<file path="config.mk">
export PLATFORM = sky130hd
export DESIGN_NAME = oam_eval_gen
export DESIGN_NICKNAME = d
export VERILOG_FILES = /design/src/rtl/oam_eval_gen.sv
export SDC_FILE = /design/constraint.sdc
export NUM_CORES = 1
export LEC_CHECK = 0
export CAP_MARGIN = 30
export CORE_UTILIZATION = 51
export DETAILED_ROUTE_END_ITERATION = 6
export HOLD_SLACK_MARGIN = 0.1
export PLACE_DENSITY = 0.79
export SLEW_MARGIN = 20
export SYNTH_ARGS = -nofsm -noshare
export SYNTH_HDL_FRONTEND = slang
export SYNTH_SLANG_ARGS = --single-unit
</file>
<file path="constraint.sdc">
create_clock -name PCLK -period 5.5 [get_ports PCLK]
set_input_delay 1.375 -clock PCLK [delete_from_list [all_inputs] [get_ports PCLK]]
set_output_delay 1.375 -clock PCLK [all_outputs]
set_load 0.01 [all_outputs]
</file>
<file path="src/rtl/oam_eval_gen.sv">
// oam_eval_gen: per-scanline sprite evaluation.
// Clears secondary OAM, scans primary OAM for sprites whose Y range covers
// LINE_Y, copies up to LINE_SPR hits into secondary OAM, then keeps probing
// the remaining entries for an exact overflow.
//
// Ports:
//   PCLK, RES            clock, async active-high reset
//   EV_START, LINE_Y,    start pulse, line and sprite height
//   TALL                 (line and height latched on EV_START)
//   OV_CLR               clears the sticky overflow flag
//   OAM_ADDR/OAM_DATA    primary OAM read port (data one cycle after address)
//   SOAM_ADDR/DATA/WE    secondary OAM write port
//   SPR_CNT, SPR0_IN,    sprites copied, entry 0 copied, overflow
//   SPR_OV
//   BUSY, DONE           evaluation active, one-cycle completion pulse
//
// state  | meaning
// IDLE   | waiting for EV_START
// CLEAR  | fill secondary OAM with 0xFF
// RD_Y   | address Y byte of entry n
// CMP_Y  | range test; on hit write Y byte to slot s
// RD_B   | address byte k of entry n
// WR_B   | copy byte k to slot s
// OV_RD  | address Y byte of entry n (slots full)
// OV_CMP | range test only; hit sets SPR_OV
// FIN    | DONE pulse
module oam_eval_gen #(
  parameter int  NUM_SPR  = 64,
  parameter int  LINE_SPR = 8,
  localparam int AW       = $clog2(NUM_SPR * 4),
  localparam int SW       = $clog2(LINE_SPR * 4),
  localparam int CW       = $clog2(LINE_SPR) + 1
) (
  input  logic          PCLK,
  input  logic          RES,
  input  logic          EV_START,
  input  logic [7:0]    LINE_Y,
  input  logic          TALL,
  input  logic          OV_CLR,
  output logic [AW-1:0] OAM_ADDR,
  input  logic [7:0]    OAM_DATA,
  output logic [SW-1:0] SOAM_ADDR,
  output logic [7:0]    SOAM_DATA,
  output logic          SOAM_WE,
  output logic [CW-1:0] SPR_CNT,
  output logic          SPR0_IN,
  output logic          SPR_OV,
  output logic          BUSY,
  output logic          DONE
);

  localparam int NW = $clog2(NUM_SPR);

  typedef enum logic [3:0] {
    IDLE, CLEAR, RD_Y, CMP_Y, RD_B, WR_B, OV_RD, OV_CMP, FIN
  } state_t;

  state_t        state_q, state_d;
  logic [NW-1:0] n_q, n_d;
  logic [1:0]    k_q, k_d;
  logic [CW-1:0] cnt_q, cnt_d;
  logic [SW-1:0] clr_q, clr_d;
  logic [7:0]    ly_q, ly_d;
  logic          tall_q, tall_d;
  logic          spr0_q, spr0_d;
  logic          ov_q, ov_d;
  logic [AW-1:0] oam_addr_q;

  logic [8:0]    diff;
  logic          hit;
  logic          n_last;
  logic          slot_full;
  logic [SW-1:0] slot_base;

  // 9-bit subtract: a Y above the line gives a borrow and never hits.
  assign diff      = {1'b0, ly_q} - {1'b0, OAM_DATA};
  assign hit       = ~diff[8] && (diff[7:0] < (tall_q ? 8'd16 : 8'd8));
  assign n_last    = (n_q == NW'(NUM_SPR - 1));
  assign slot_full = (cnt_q == CW'(LINE_SPR - 1));
  assign slot_base = SW'({cnt_q, 2'b00});

  always_comb begin
    state_d   = state_q;
    n_d       = n_q;
    k_d       = k_q;
    cnt_d     = cnt_q;
    clr_d     = clr_q;
    ly_d      = ly_q;
    tall_d    = tall_q;
    spr0_d    = spr0_q;
    ov_d      = ov_q;
    OAM_ADDR  = oam_addr_q;
    SOAM_ADDR = '0;
    SOAM_DATA = 8'hFF;
    SOAM_WE   = 1'b0;
    DONE      = 1'b0;

    if (OV_CLR) ov_d = 1'b0;

    unique case (state_q)
      IDLE: ;
      CLEAR: begin
        SOAM_WE   = 1'b1;
        SOAM_ADDR = clr_q;
        clr_d     = clr_q + SW'(1);
        if (clr_q == SW'(4 * LINE_SPR - 1)) state_d = RD_Y;
      end
      RD_Y: begin
        OAM_ADDR = {n_q, 2'b00};
        state_d  = CMP_Y;
      end
      CMP_Y: begin
        if (hit) begin
          SOAM_WE   = 1'b1;
          SOAM_ADDR = slot_base;
          SOAM_DATA = OAM_DATA;
          k_d       = 2'd1;
          state_d   = RD_B;
          if (n_q == '0) spr0_d = 1'b1;
        end else if (n_last) begin
          state_d = FIN;
        end else begin
          n_d     = n_q + NW'(1);
          state_d = RD_Y;
        end
      end
      RD_B: begin
        OAM_ADDR = {n_q, k_q};
        state_d  = WR_B;
      end
      WR_B: begin
        SOAM_WE   = 1'b1;
        SOAM_ADDR = slot_base | SW'(k_q);
        SOAM_DATA = OAM_DATA;
        if (k_q != 2'd3) begin
          k_d     = k_q + 2'd1;
          state_d = RD_B;
        end else begin
          cnt_d = cnt_q + CW'(1);
          if (n_last) begin
            state_d = FIN;
          end else begin
            n_d     = n_q + NW'(1);
            state_d = slot_full ? OV_RD : RD_Y;
          end
        end
      end
      OV_RD: begin
        OAM_ADDR = {n_q, 2'b00};
        state_d  = OV_CMP;
      end
      OV_CMP: begin
        if (hit) begin
          ov_d    = 1'b1;
          state_d = FIN;
        end else if (n_last) begin
          state_d = FIN;
        end else begin
          n_d     = n_q + NW'(1);
          state_d = OV_RD;
        end
      end
      FIN: begin
        DONE    = 1'b1;
        state_d = IDLE;
      end
      default: state_d = IDLE;
    endcase

    // A start pulse restarts from any state; the overflow flag survives.
    if (EV_START) begin
      state_d = CLEAR;
      ly_d    = LINE_Y;
      tall_d  = TALL;
      cnt_d   = '0;
      spr0_d  = 1'b0;
      n_d     = '0;
      k_d     = '0;
      clr_d   = '0;
    end
  end

  always_ff @(posedge PCLK or posedge RES) begin
    if (RES) begin
      state_q    <= IDLE;
      n_q        <= '0;
      k_q        <= '0;
      cnt_q      <= '0;
      clr_q      <= '0;
      ly_q       <= '0;
      tall_q     <= 1'b0;
      spr0_q     <= 1'b0;
      ov_q       <= 1'b0;
      oam_addr_q <= '0;
    end else begin
      state_q    <= state_d;
      n_q        <= n_d;
      k_q        <= k_d;
      cnt_q      <= cnt_d;
      clr_q      <= clr_d;
      ly_q       <= ly_d;
      tall_q     <= tall_d;
      spr0_q     <= spr0_d;
      ov_q       <= ov_d;
      oam_addr_q <= OAM_ADDR;
    end
  end

  assign SPR_CNT = cnt_q;
  assign SPR0_IN = spr0_q;
  assign SPR_OV  = ov_q;
  assign BUSY    = (state_q != IDLE);

endmodule
</file>
Yosys cells after proc, flatten, opt, wreduce, memory -nomap -nowiden:

Index checks and enable logic that the tools add are counted.

* $add $sub $neg: 5
* $lt $le $gt $ge: 1
* eq/ne operators: 19
* multiplexer cells: 40
* bitwise operators: 2
* reduce and logical (&&, ||, !) cells: 19

Operators with widths (number)
* two-way mux 4 bit: 11
* case mux 4 bit (8 select lines): 1
* case mux 8 bit (2 select lines): 2
* two-way mux 6 bit: 4
* == test 4 x 3 -> 1 bit (second input constant): 5
* two-way mux 5 bit: 4
* inequality test 3 bit (second input constant): 5
* case mux 5 bit (3 select lines): 1
* case mux 6 bit (2 select lines): 1
* nonzero test 2 bit: 5
* two-way mux 1 bit: 9
* AND reduction 3 bit: 3
* subtractor 8 x 8 -> 9 bit: 1
* == test 4 x 2 -> 1 bit (second input constant): 2
* < comparator 8 x 5 -> 1 bit: 1
* two-way mux 8 bit: 1
* adder 6 x 1 -> 6 bit (second input constant): 1
* == test 6 bit (second input constant): 1
* zero test 6 bit: 1
* two-way mux 2 bit: 3
* inequality test 2 bit (second input constant): 3
* nonzero test 3 bit: 2
* OR reduction 2 bit: 3
* adder 5 x 1 -> 5 bit (second input constant): 1
* 14 further kinds: 15

* bits in registers: 40
* bits of input ports: 21
* output and inout bits: 30
* word-level logic and storage cells: 96

Logic depth before layout (Yosys ltp):

Gate-level depths: netlist of run 1.

* depth in word-level cells: 6
* mapped depth: 14
* depth with buffers taken out: 14

Worst setup path before layout of run 1:

No wires, ideal clock.

* path kind: input to output
* from: in OAM_DATA[2]
* to: out SOAM_ADDR[2]
* data arrival time: 3.736 ns
* data required time: 4.125 ns
* setup slack: 0.389 ns
* cell stages on the path: 14
* path buffers: 0
* cell sequence: inv_1 ha_1 a21oi_2 o21ai_0 a21oi_1 xnor2_1 ha_1 nor3_1 o211ai_1 o221a_2 a211oi_4 nand2_2 o21bai_4 a22o_1

* longest elaborated chain between the ends: 5
* elaborated cells on any way between the ends: 6
* classes of those cells: add/sub: 1; order compare: 1; mux: 2; bitwise: 1; reduce/logical: 1

Ends and longest elaborated chain
* start: declaration: line 41 `input logic [7:0] OAM_DATA,`
* subtractor 8 x 8 -> 9 bit (*): line 76 `assign diff = {1'b0, ly_q} - {1'b0, OAM_DATA};`
* < comparator 8 x 5 -> 1 bit / NOT 1 bit (equally long branches): line 77 `assign hit = ~diff[8] && (diff[7:0] < (tall_q ? 8'd16 : 8'd8));`
* logical AND 1 bit (*): line 77
* two-way mux 5 bit (*): line 113 `if (hit) begin`
* case mux 5 bit (3 select lines) (*): line 100 `unique case (state_q)`
* end: declaration: line 42 `output logic [SW-1:0] SOAM_ADDR,`

Mark *: on every way between the ends. The rest lies on a longest branch, timed or not.

Worst setup path after layout of run 1:

* from: in OAM_DATA[3]
* to: out SOAM_DATA[0]

* longest elaborated chain between the ends: 5
* elaborated cells on any way between the ends: 6
* classes of those cells: add/sub: 1; order compare: 1; mux: 2; bitwise: 1; reduce/logical: 1

Ends and longest elaborated chain
* subtractor 8 x 8 -> 9 bit (*): line 76
* < comparator 8 x 5 -> 1 bit / NOT 1 bit (equally long branches): line 77
* logical AND 1 bit (*): line 77
* two-way mux 8 bit (*): line 113
* case mux 8 bit (2 select lines) (*): line 100
* end: declaration: line 43 `output logic [7:0] SOAM_DATA,`

Marked as above.

==> results.ini, run 1 <==
[outcome]
status=completed

[pwr]
finalPower_mw=0.6813
peakVddDrop_v=0.0001162
leakagePower_nw=1.508
p_per_area_nw_per_um2=201.8

[logic_synthesis]
synth_edf_count=0
synth_compound_area_share_pct=18.08
synthAdderAreaFrac_pct=7.071
synth_seq_area_share_pct=40.40
syn_inst=252
synthFlopType=dfrtp_1
synth_top_family_by_area=compound AO/OA/AOI/OAI gates
ys_ff_latch=40
synth_area_um2=2477
syn_area_per_cell_um2=9.831
yosys_warnings=0
async_flop_share_pct=100.0
synth.area.mux_share_pct=8.030
synth.distinct_cells=58
synth_xor_area_share_pct=3.535
syn_nets=287
synth-simple-area-share_pct=18.08

[detailed_routing]
wl_um=5688
viasPerCell=5.540
drt_first_pass_iters=4
drt_iter0_drc=129
route.vias.total=2144
ant_nets=0
drc_errors=0
wire_per_inst_um=14.70

[timing]
fmaxAchievable_mhz=186.1
setup_ws_ns=0.1254
worst_pin_slew_ns=0.6468
fin_skew_ns=0.003181
relSlewSlack_pct=56.74
hold_viol=0
fin_hold_ws_ns=0.4995
setup_tns_ns=0
setup_viol=0
rsz0062_at_grt=false
finalMaxSlewViolations=0
min_period_ns=5.375
fin_crit_sh_pct=97.72

[floorplan]
dieArea_um2=5140
core-area_um2=4504
num_rows=24
die_w_um=71.70
start_util_pct=55.00
die_y_um=71.70
ioPinCount=51

[setup_path]
max_stage_delay_ns=0.48
cpLargestDelayFamily=buffers and inverters
r2r_start=ly_q[2]
crit_arrival_ns=4.00
cp.depth=12
rrSetupSlack_ns=2.57
critPathLaunchType=primary input
worst-r2r-cell-count=12
cp_num_buf_inv=4
cpMaxStageDelayCell=clkdlybuf4s50_1
critPathCapture=SOAM_DATA[0]
critPathRequiredTime_ns=4.12
crit_path_end_kind=primary output
critPathMaxFanout=3
crit_type=primary input to primary output
startpoint=OAM_DATA[3]
cp_cell_sequence=clkdlybuf4s50_1 > inv_2 > ha_4 > a21oi_2 > xnor2_1 > ha_2 > o221a_4 > a211oi_4 > buf_6 > a31oi_1 > or2_1 > clkdlybuf4s15_1
reg2reg_to=n_q[5]

[place]
place_ws_ns=-0.5588
place_area_um2=3194
hpwl_um=4064
portBuffers=50
place_congestion=0.7789

[cts]
root_buffer=clkbuf_8
clkSinkCount=40
cts.reportedPaths.clkPinSlew_ns=0.07
cts_tree=done
htree_num_levels=2
clockBufferDepth=2
clkLatencyLatePin_ns=0.29
cts-buffers-inserted=5

[global_route]
grt_use_total_pct=24.64
grt-ovfl-total=0
grt_antenna_before_repair=0
grt_pass1_wl_um=9729
grt_pass1_vias=2148
grt_start_max_net_pins=41

[final_layout]
n_antenna_cell=0
num-nets-final=370
drive_above_1_share_pct=28.06
finalInstanceArea_um2=3377
final_cell_mix=dfrtp_1, clkdlybuf4s50_1, buf_4, nand2_1, nor2_1
final_common_cell=dfrtp_1
syn_to_final_growth_pct=36.31

[job]
drv_cap=0

[hold_path]
hp-class=flop to flop

## cell families (layout without fill, tap and decap cells)
group / Yosys count / count (layout)
AND/OR/NAND/NOR: 91 / 91
flip-flops: 40 / 40
XOR/XNOR: 10 / 10
AO/OA/AOI/OAI: 52 / 52
multiplexers: 18 / 18
adder cells (fa/ha/maj): 14 / 14
buffers and inverters: 27 / 110
## registers in the layout, summed over array words and instances (netlist names)
signal      count
ly_q            8
SPR_OV          1
state_q         4
SPR0_IN         1
k_q             2
tall_q          1
n_q             6
SPR_CNT         4
oam_addr_q      8
clr_q           5
## how the worst min path moves through the flow
stage                             start       endpoint  slack [ns]  depth (start not counted)
after floorplan                 ly_q[0]        ly_q[0]        0.48                          1
after global placement    oam_addr_q[2]  oam_addr_q[2]        0.48                          1
after detailed placement  oam_addr_q[5]  oam_addr_q[5]        0.49                          1
after CTS                 oam_addr_q[5]  oam_addr_q[5]        0.50                          1
after global routing      oam_addr_q[4]  oam_addr_q[4]        0.52                          1
final                     oam_addr_q[5]  oam_addr_q[5]        0.50                          1
## timing repair
action / CTS / global route
buffers inserted: 6 / 1
pin swaps: 14 / 4
hold buffers: 0 / 0
endpoints found under the setup margin: 12 / 11
gates resized for setup: 57 / 6
## cell usage after synthesis (all sizes together), types with 3 or more instances
cell	count	area share [%]
nor2	25	3.9
mux2i	3	1.2
nor2b	3	0.76
and3	3	0.76
mux2	15	6.8
dfrtp	40	40
nand2	31	4.8
inv	18	2.7
and2	3	0.76
xor2	4	1.4
nor3	4	1.3
ha	14	7.1
a21oi	13	2.8
clkbuf	3	0.45
buf	6	1.6
nand4	3	0.76
xnor2	6	2.1
o21ai	11	2.2
a22o	5	1.8
nand3	10	2.0
## per-stage QoR
step,cells,util [%]
2_1_floorplan,252,-
3_3_place_gp,372,70.92
3_5_place_dp,372,70.92
4_1_cts,385,74.56
5_1_grt,387,74.97
6_report,387,74.97
## metal layers
layer,vias to the layer above,part of all wire (%),global-route usage (%)
met3,13,3.4,3.797
met4,0,2.1,11.55
met2,47,51,43.40
li1,1051,-,-
met1,1033,43,29.55
met5,-,0,0
## final cells by class
class	count	area, µm²
clock buffers	6	72.57
clock inverters	1	5.005
fillers	313	1127
inverters	18	67.56
multi-input cells	185	1444
flip-flops and latches	40	1001
well taps	52	65.06
repair buffers	85	721.9
## power breakdown
group          total (mW)  internal (mW)  switching, mW
Sequential          0.312          0.303        0.00828
Combinational       0.185          0.100         0.0846
Clock               0.184         0.0863         0.0982
Total               0.681          0.490          0.191
No activity file was read; power rests on OpenSTA's default activity.
==> run 2, diff against run 1 <==
--- a/config.mk
+++ b/config.mk
@@ -5,11 +5,12 @@
 export SDC_FILE = /design/constraint.sdc
 export NUM_CORES = 1
 export LEC_CHECK = 0
-export CAP_MARGIN = 30
-export CORE_UTILIZATION = 51
+export CORE_MARGIN = 1.5
+export CORE_UTILIZATION = 63
 export DETAILED_ROUTE_END_ITERATION = 6
+export DONT_BUFFER_PORTS = 1
 export HOLD_SLACK_MARGIN = 0.1
-export PLACE_DENSITY = 0.79
+export PLACE_DENSITY = 0.78
 export SLEW_MARGIN = 20
 export SYNTH_ARGS = -nofsm -noshare
 export SYNTH_HDL_FRONTEND = slang
==> run 2 against run 1 <==
  * Clock power increased by 27%
  * Die area decreased by 16%
  * Critical path depth grew 3
  * Critical path type unchanged
  * Critical endpoint is now SOAM_DATA[3]
  * Largest cell class unchanged
==> results.ini, run 2 (synthesis gave the netlist of run 1 again) <==
[pwr]
switchingPower_mw=0.1689  ; -12%
peakVddDrop_v=0.0001858  ; +60%
p_int_mw=0.4855  ; -0.97%
combPwrFrac_pct=17.0  ; -10 points
switching_share_pct=25.81  ; -2.2 points
clkPwrFrac_pct=35.8  ; +8.7 points
leakagePower_nw=1.188  ; -21%
seq_power_share_pct=47.3  ; +1.5 points
p_per_area_nw_per_um2=247.5  ; +23%

[detailed_routing]
drc_errors=0  ; unchanged
route.vias.total=1818  ; -15%
viasPerCell=5.980  ; +7.9%
drt_first_pass_iters=4  ; unchanged
drt_iter0_drc=139  ; +7.8%
ant_nets=0  ; unchanged
wl_um=4766  ; -16%
wire_per_inst_um=15.68  ; +6.7%

[cts]
cts-resized-gates=0  ; -100%
clkLatencyLatePin_ns=0.29  ; about the same
cts_tree=done
htree_num_levels=2  ; unchanged
cts-buffers-inserted=5  ; unchanged
cts.reportedPaths.clkPinSlew_ns=0.07  ; about the same
clkSinkCount=40  ; unchanged
root_buffer=clkbuf_8
cts_hold_buffers=0  ; unchanged
clockBufferDepth=2  ; unchanged

[timing]
fin_crit_sh_pct=96.13  ; -1.6 points
min_period_ns=5.287  ; -0.08717 ns
rsz0062_at_grt=false
worst_pin_slew_ns=0.9859  ; +0.3391 ns
setup_tns_ns=0  ; unchanged
setup_ws_ns=0.2126  ; +0.08717 ns
setup_viol=0  ; unchanged
fin_skew_ns=0.01165  ; +0.008468 ns
fmaxAchievable_mhz=189.1  ; +1.6%
hold_viol=0  ; unchanged
finalMaxSlewViolations=0  ; unchanged
relSlewSlack_pct=33.77  ; -23 points

[global_route]
grt-ovfl-total=0  ; unchanged
grt_use_total_pct=23.80  ; -0.83 points
grt_antenna_before_repair=0  ; unchanged
grt_start_max_net_pins=41  ; unchanged
grt_pass1_wl_um=7776  ; -20%
grt_pass1_vias=1736  ; -19%

[setup_path]
r2r_start=ly_q[2]
reg2reg_to=n_q[5]
cpLargestDelayFamily=compound AO/OA/AOI/OAI gates
worst-r2r-cell-count=13  ; +1
max_stage_delay_ns=0.31  ; -0.17 ns
cp_cell_sequence=inv_1 > ha_1 > a21oi_2 > o21ai_0 > a21oi_1 > xnor2_1 > ha_1 > nor3_1 > o211ai_1 > o221a_2 > a211oi_4 > nand2_2 > o21bai_4 > buf_4 > nand2_1
rrSetupSlack_ns=2.42  ; -0.15 ns
cpMaxStageDelayCell=ha_1
crit_type=primary input to primary output
critPathLaunchType=primary input
crit_path_end_kind=primary output
cp_num_buf_inv=2  ; -2
critPathMaxFanout=5  ; +2
critPathRequiredTime_ns=4.12  ; about the same
crit_top_cell=ha_1
crit_arrival_ns=3.91  ; -0.09 ns

[final_layout]
fill_cells=286  ; -8.6%
num-nets-final=290  ; -22%
top_regs=ly_q: 8 flops, oam_addr_q: 8 flops, n_q: 6 flops
drive_above_1_share_pct=16.41  ; -12 points
final_cells=304  ; -21%
syn_to_final_growth_pct=6.717
seq_area_um2=1001  ; unchanged
n_antenna_cell=0  ; unchanged
final_common_cell=dfrtp_1
final_cell_mix=dfrtp_1, nand2_1, nor2_1, inv_1
multi_input_area_um2=1358  ; -6.0%

[floorplan]
core-area_um2=3716  ; -18%
start_util_pct=66.67  ; +12 points
dieArea_um2=4318  ; -16%
die_y_um=65.71  ; -8.3%
num_rows=22  ; -8.3%
die_w_um=65.71  ; -8.3%
ioPinCount=51  ; unchanged

[hold_path]
min_to=ly_q[0]
min_path_cells=1  ; unchanged
min_from=ly_q[0]
hp-class=flop to flop

[place]
portBuffers=0  ; -100%
dp.cells=293  ; -21%
hpwl_um=3441  ; -15%
place_congestion=0.8940  ; +15%
place_ws_ns=0.06712  ; +0.6259 ns

[outcome]
status=completed

[job]
drv_cap=0  ; unchanged

-- run 2: metrics by stage --
| step | instance area [µm²] | power [mW] | util, % | hold WS [ns] |
|---|---|---|---|---|
| 2_1_floorplan | 2477 | 0.4132 | - | 0.4814 |
| 3_3_place_gp | 2501 | 0.4220 | 67.31 | 0.4966 |
| 3_5_place_dp | 2501 | 0.4254 | 67.31 | 0.5006 |
| 4_1_cts | 2609 | 0.6606 | 70.20 | 0.5167 |
| 5_1_grt | 2644 | 0.6826 | 71.14 | 0.5427 |
| 6_report | 2644 | 0.6544 | 71.14 | 0.5142 |
-- run 2: what timing repair did --
item | in CTS | in global routing
hold endpoints to repair | 0 | 0
setup buffers | 0 | 3
setup endpoints to repair | 0 | 10
-- run 2: how the worst max path moves through the flow --
stage	start	endpoint	slack, ns	cells after the start
final	OAM_DATA[2]	SOAM_DATA[3]	0.21	15
after global routing	OAM_DATA[2]	SOAM_DATA[3]	0.05	15
after CTS	OAM_DATA[2]	SOAM_ADDR[3]	0.06	14
after detailed placement	OAM_DATA[2]	SOAM_ADDR[3]	0.07	14
after global placement	OAM_DATA[2]	SOAM_ADDR[4]	0.18	14
after floorplan	OAM_DATA[2]	SOAM_ADDR[2]	0.39	14
-- run 2: cell type report --
cell class              count  area share [%]
multi-input cells         185           51.35
flip-flops and latches     40           37.86
repair buffers              5           1.893
inverters                  18           2.556
clock buffers               6           2.745
well taps                  48           2.272
clock inverters             2           1.325
-- run 2: routing by layer --
metal  part of all wire (%)  track usage [%]
met5                      0                0
met4                    1.2            8.073
met3                    5.2            7.021
met2                     48            39.14
met1                     45            29.91
-- run 2: power by group through the flow --
stage                     combinational, mW  sequential [mW]  clock (mW)
after floorplan                      0.0996            0.314           0
after global placement                0.107            0.315           0
after detailed placement              0.110            0.315           0
after CTS                             0.111            0.310       0.240
after global routing                  0.121            0.311       0.251
final                                 0.111            0.309       0.234
